`src/rtl/game_tick_sched.sv`:
```
// game_tick_sched: gates game-state updates into the blanking window after each frame,
// latches key pulses and gravity ticks as pending flags, and issues one command at a time
// to the grid controller over a valid/ack handshake (rot > left > right > down > grav).
// Optional build macro: TETRIS_LEVEL_SPEEDUP_EN enables line-clear driven level/speed-up.
module game_tick_sched #(
  parameter int unsigned GRAVITY_FRAMES     = 30,
  parameter int unsigned WINDOW_CYCLES      = 1600,
  parameter int unsigned LINES_PER_LEVEL    = 10,
  parameter int unsigned MIN_GRAVITY_FRAMES = 4
) (
  input  logic       vga_clk,
  input  logic       rst_n,
  input  logic [3:0] op_keys,
  input  logic       draw_finish,
  input  logic       game_over,
  input  logic       line_clear,
  input  logic       cmd_ack,
  output logic       cmd_valid,
  output logic [2:0] cmd_code,
  output logic       window_open,
  output logic [3:0] level
);

  localparam logic [11:0] WinLoad  = 12'(WINDOW_CYCLES);
  localparam logic [5:0]  GravInit = 6'(GRAVITY_FRAMES);
  localparam logic [2:0]  CodeDrop = 3'd4;

  typedef enum logic [1:0] {StIdle, StArb, StIssue} state_e;

  state_e      state_q;
  logic [11:0] win_cnt_q, win_cnt_d;
  logic [5:0]  frame_cnt_q;
  logic [5:0]  period;
  // Pending flags, bit i holds the request for command code i+1.
  logic [4:0]  pend_q, pend_d;
  logic [4:0]  key_set, ack_clr;
  logic [2:0]  next_code;
  logic        ack_fire, drop_ack, grav_evt;

  assign ack_fire = (state_q == StIssue) && cmd_ack;
  assign drop_ack = ack_fire && (cmd_code == CodeDrop);
  // An acked soft drop restarts the frame count, so it also suppresses a coincident tick.
  // >= keeps the counter bounded if the period shrinks below the current count.
  assign grav_evt = draw_finish && !game_over && !drop_ack &&
                    (frame_cnt_q >= period - 6'd1);

  // Pending flag update: acks clear, pulses set (a same-cycle pulse wins over the ack).
  always_comb begin
    key_set = {grav_evt, op_keys[1], op_keys[3], op_keys[2], op_keys[0]};
    ack_clr = '0;
    for (int i = 0; i < 5; i++) begin
      ack_clr[i] = ack_fire && (cmd_code == 3'(i + 1));
    end
    pend_d = game_over ? 5'd0 : ((pend_q & ~ack_clr) | key_set);
  end

  // Fixed-priority pick of the next command code.
  always_comb begin
    next_code = 3'd0;
    if      (pend_q[0]) next_code = 3'd1;
    else if (pend_q[1]) next_code = 3'd2;
    else if (pend_q[2]) next_code = 3'd3;
    else if (pend_q[3]) next_code = 3'd4;
    else if (pend_q[4]) next_code = 3'd5;
  end

  // Window countdown; draw_finish (re)loads the full count.
  always_comb begin
    win_cnt_d = win_cnt_q;
    if (draw_finish)             win_cnt_d = WinLoad;
    else if (win_cnt_q != 12'd0) win_cnt_d = win_cnt_q - 12'd1;
  end

  // Window counter, registered window flag and pending flags.
  always_ff @(posedge vga_clk or negedge rst_n) begin
    if (!rst_n) begin
      win_cnt_q   <= 12'd0;
      window_open <= 1'b0;
      pend_q      <= 5'd0;
    end else begin
      win_cnt_q   <= win_cnt_d;
      window_open <= (win_cnt_d != 12'd0);
      pend_q      <= pend_d;
    end
  end

  // Frame counter driving gravity ticks; held at zero while the game is halted.
  always_ff @(posedge vga_clk or negedge rst_n) begin
    if (!rst_n) begin
      frame_cnt_q <= 6'd0;
    end else if (game_over || drop_ack) begin
      frame_cnt_q <= 6'd0;
    end else if (draw_finish) begin
      frame_cnt_q <= grav_evt ? 6'd0 : frame_cnt_q + 6'd1;
    end
  end

  // Command FSM with registered handshake outputs.
  always_ff @(posedge vga_clk or negedge rst_n) begin
    if (!rst_n) begin
      state_q   <= StIdle;
      cmd_valid <= 1'b0;
      cmd_code  <= 3'd0;
    end else begin
      unique case (state_q)
        StIdle: begin
          if (window_open) state_q <= StArb;
        end
        StArb: begin
          if (!window_open) begin
            state_q <= StIdle;
          end else if ((next_code != 3'd0) && !game_over) begin
            cmd_valid <= 1'b1;
            cmd_code  <= next_code;
            state_q   <= StIssue;
          end
        end
        StIssue: begin
          // A command outliving the window still completes; the next one waits for a window.
          if (cmd_ack) begin
            cmd_valid <= 1'b0;
            cmd_code  <= 3'd0;
            state_q   <= window_open ? StArb : StIdle;
          end
        end
        default: state_q <= StIdle;
      endcase
    end
  end

`ifdef TETRIS_LEVEL_SPEEDUP_EN
  localparam logic [7:0] LineWrap = 8'(LINES_PER_LEVEL - 1);
  localparam logic [5:0] GravMin  = 6'(MIN_GRAVITY_FRAMES);

  logic [7:0] line_cnt_q;
  logic [3:0] level_q;
  logic [5:0] period_q;

  // Line clears step the level and shorten the gravity period down to its floor.
  always_ff @(posedge vga_clk or negedge rst_n) begin
    if (!rst_n) begin
      line_cnt_q <= 8'd0;
      level_q    <= 4'd0;
      period_q   <= GravInit;
    end else if (line_clear && !game_over) begin
      if (line_cnt_q >= LineWrap) begin
        line_cnt_q <= 8'd0;
        if (level_q != 4'd15)   level_q  <= level_q + 4'd1;
        if (period_q > GravMin) period_q <= period_q - 6'd1;
      end else begin
        line_cnt_q <= line_cnt_q + 8'd1;
      end
    end
  end

  assign level  = level_q;
  assign period = period_q;
`else
  logic unused_level_cfg;

  assign unused_level_cfg = line_clear | (LINES_PER_LEVEL == 0) | (MIN_GRAVITY_FRAMES == 0);
  assign level            = 4'd0;
  assign period           = GravInit;
`endif

endmodule
```
`config.mk`:
```
export PLATFORM = sky130hd
export DESIGN_NAME = game_tick_sched
export DESIGN_NICKNAME = d
export VERILOG_FILES = /design/src/rtl/game_tick_sched.sv
export SDC_FILE = /design/constraint.sdc
export NUM_CORES = 1
export LEC_CHECK = 0
export ABC_AREA = 0
export BUFFER_PORTS_ARGS = -buffer_cell sky130_fd_sc_hd__buf_2
export CAP_MARGIN = 20
export CORE_ASPECT_RATIO = 0.5
export CORE_MARGIN = 2
export CORE_UTILIZATION = 49
export CTS_CLUSTER_DIAMETER = 60
export CTS_CLUSTER_SIZE = 8
export DETAILED_ROUTE_END_ITERATION = 7
export PLACE_DENSITY = 0.69
export SLEW_MARGIN = 25
export SYNTH_ARGS = -nofsm -noshare
export SYNTH_HDL_FRONTEND = slang
export SYNTH_SLANG_ARGS = --single-unit
```
`constraint.sdc`:
```
create_clock -name vga_clk -period 2.8 [get_ports vga_clk]
set_clock_uncertainty 0.05 [all_clocks]
set_input_delay 0.84 -clock vga_clk [delete_from_list [all_inputs] [get_ports vga_clk]]
set_output_delay 0.84 -clock vga_clk [all_outputs]
set_load 0.02 [all_outputs]
```
==> results.sh <==
export IMPL_worstSetupEndpointType="flip-flop"
export IMPL_hold_class="reg -> reg"
export IMPL_path_cells="inv_1 -> ha_1 -> nor3b_1 -> and3_1 -> or3_1 -> o31ai_1 -> nand4b_1"
export IMPL_outcome="complete, no violations"
export IMPL_maxCapViolCount=0
export IMPL_antenna_found_initial=0
export IMPL_start_util_pct=53.6
export IMPL_cts_root_buf="clkbuf_8"
export IMPL_finalWirelength_mm=3.31
export IMPL_tightest_slew_ns=0.646
export IMPL_cts_clk_slew_worst_paths_ns=0.06
export IMPL_drive_gt1_share_pct=14.4
export IMPL_pre_cts_slack_ns=0.470
export IMPL_hold_violations=0
export IMPL_multi_input_area_um2=838
export IMPL_post_cts_resized=0
export IMPL_cts_hold_buf=0
export IMPL_antenna_left=0
export IMPL_ys_flop_type="dfrtp_1"
export IMPL_cts_buffer_depth=2
export IMPL_cts_tree="yes"
export IMPL_cpLargestDelayFamily="simple AND/OR/NAND/NOR gates"
export IMPL_power_per_cell_area_nw_per_um2=690
export IMPL_vdd_drop_max_mv=0.270
export IMPL_setup_tns_ns=0
export IMPL_port_buffers=13
export IMPL_fin_ws_ns=0.658
export IMPL_dieArea_um2=3940
export IMPL_cts_setup_buffers=0
export IMPL_ff_latch_area_um2=751
export IMPL_min_period_ns=2.14
export IMPL_first_iter_violations=68
export IMPL_synth_distinct_cells=48
export IMPL_critPathLaunchType="flip-flop"
export IMPL_io_pins=19
export IMPL_num_rows=14
export IMPL_synth_seq_cells=30
export IMPL_rsz0062_at_grt="no"
export IMPL_cts_max_level=2
export IMPL_finalCritPeriodShare_pct=76.5
export IMPL_finalNetCount=208
export IMPL_wl_per_cell_um=14.2
export IMPL_fill_cells=281
export IMPL_worstPathRequired_ns=2.91
export IMPL_report_final_slew_viol_count=0
export IMPL_cp_slowest_cell="dfrtp_1"
export IMPL_die_y_um=45.4
export IMPL_critPathBufInv=1
export IMPL_seq_area_frac_synth_pct=44.7
export IMPL_grt_total_usage_pct=19.0
export IMPL_cts_sinks=30
export IMPL_cts_buffers=5
export IMPL_grt_max_degree=31
export IMPL_grt_pass1_vias=1229
export IMPL_drc_errors=0
export IMPL_yosysWarnings=0
export IMPL_post_drt_via_cell_ratio=5.66
export IMPL_clkLatencyLatePin_ns=0.29
export IMPL_p_leak_nw=0.838
export IMPL_vias=1324
export IMPL_slowest_delay_ns=0.46
export IMPL_syn_inst=179
export IMPL_synth_edf_count=0
export IMPL_worstSetupPathType="reg -> reg"
export IMPL_crit_fanout=6
export IMPL_syn_to_final_growth_pct=10.6
export IMPL_async_reset_ff_share_pct=100
export IMPL_grt_pass1_wl_mm=5.53
export IMPL_dp_hpwl_mm=2.35
export IMPL_core_area_um2=3140
export IMPL_dr_pass1_iters=4
export IMPL_setup_viol=0
export IMPL_die_w_um=86.8
export IMPL_grt_overflow=0
export IMPL_place_congestion=0.859
export IMPL_syn_area_um2=1680
export IMPL_slew_headroom_pct=56.9
export IMPL_syn_avg_cell_area_um2=9.39
export IMPL_fmax_ghz=0.467
export IMPL_diodes=0
export IMPL_cp_data_arrival_time_ns=2.25
## where the power goes
part	switching [mW]	internal, mW
Combinational	0.161	0.114
Sequential	0.0811	0.494
Clock	0.170	0.261
## synthesized netlist by cell type (all sizes together) (2+ instances only)
library cell  count  area [um2]
ha                5        62.6
and2              2        12.5
or3               3        18.8
and3              5        32.5
o21ai             8        40.0
nor4              3        46.3
nand3             6        30.0
o31a              2        17.5
dfrtp            30         751
a21o              3        22.5
inv              12        45.0
nor2b             2        12.5
a211oi            2        15.0
a31oi             4        25.0
nor3b             2        15.0
nand3b            2        15.0
clkbuf            4        16.3
nor2             21        78.8
nand2            11        41.3
buf               5        41.3
xnor2             6        52.6
a22o              4        35.0
nor3              5        30.0
a21oi            13        65.1
## metrics by stage
step	power [mW]	instance area, um2	std cells	utilization (%)	hold slack [ns]
5_1_grt	1.36	1860	234	59.3	0.470
3_5_place_dp	0.858	1750	226	55.8	0.415
2_1_floorplan	0.778	1690	182	-	0.422
3_3_place_gp	0.848	1750	226	55.8	0.405
4_1_cts	1.29	1860	234	59.3	0.432
6_report	1.28	1860	234	59.3	0.426
## path summary, 6_finish.rpt
kind	end	slack (ns)	startpoint	cells after the start
max	window_open	0.66	win_cnt_q[0]	7
max reg2reg	window_open	0.66	win_cnt_q[0]	7
min in group asynchronous	win_cnt_q[11]	0.52	rst_n	1
max in group asynchronous	cmd_code[2]	1.75	rst_n	1
min reg2reg	cmd_valid	0.43	cmd_valid	1
min	cmd_valid	0.43	cmd_valid	1
## kinds of logic after synthesis
kind of cell / Yosys count / synth area share (%)
AO/OA/AOI/OAI: 44 / 17.0
XOR/XNOR: 7 / 3.65
adder cells (fa/ha/maj): 5 / 3.72
buffers and inverters: 21 / 6.11
flip-flops: 30 / 44.7
multiplexers: 2 / 1.27
other: 1 / 0.223
AND/OR/NAND/NOR: 69 / 23.4
## routing by layer
layer | wire (um) | up-vias | global-route usage, %
li1 | - | 656 | -
met5 | 0 | - | 0
met4 | 45 | 0 | 8.13
met2 | 1370 | 38 | 28.5
met1 | 1710 | 623 | 25.3
met3 | 192 | 7 | 6.52
## worst reg2reg max path, stage by stage, from the launching register on
cell and delay, ns:
dfrtp_1 0.46, inv_1 0.12, ha_1 0.24, nor3b_1 0.16, and3_1 0.26, or3_1 0.36
o31ai_1 0.25, nand4b_1 0.12
## sequential cells by signal (all words and copies together), names as in the netlist
name,count
pend_q,5
win_cnt_q,12
cmd_code,3
cmd_valid,1
frame_cnt_q,6
state_q,2
window_open,1
## area by class of cell
type,count,share of cell area (%)
clock buffer,5,3.70
clock inverter,3,2.15
inverter,12,2.42
multi-input combinational,131,45.1
sequential,30,40.4
tap,40,2.69
timing repair buffer,13,3.50
## placed cells by master (no fill, tap or decap), types with 3 or more instances in the layout
| cell type | count |
|---|---|
| xnor2_1 | 6 |
| o21ai_0 | 8 |
| buf_2 | 13 |
| dfrtp_1 | 30 |
| nor3_1 | 4 |
| conb_1 | 4 |
| or3_1 | 3 |
| a21o_1 | 3 |
| a21oi_1 | 13 |
| nand3_1 | 6 |
| clkbuf_8 | 5 |
| a22o_1 | 4 |
| nand2_1 | 11 |
| ha_1 | 5 |
| and3_1 | 4 |
| a31oi_1 | 4 |
| inv_1 | 12 |
| nor2_1 | 21 |
(Power assumes the default switching activity.)
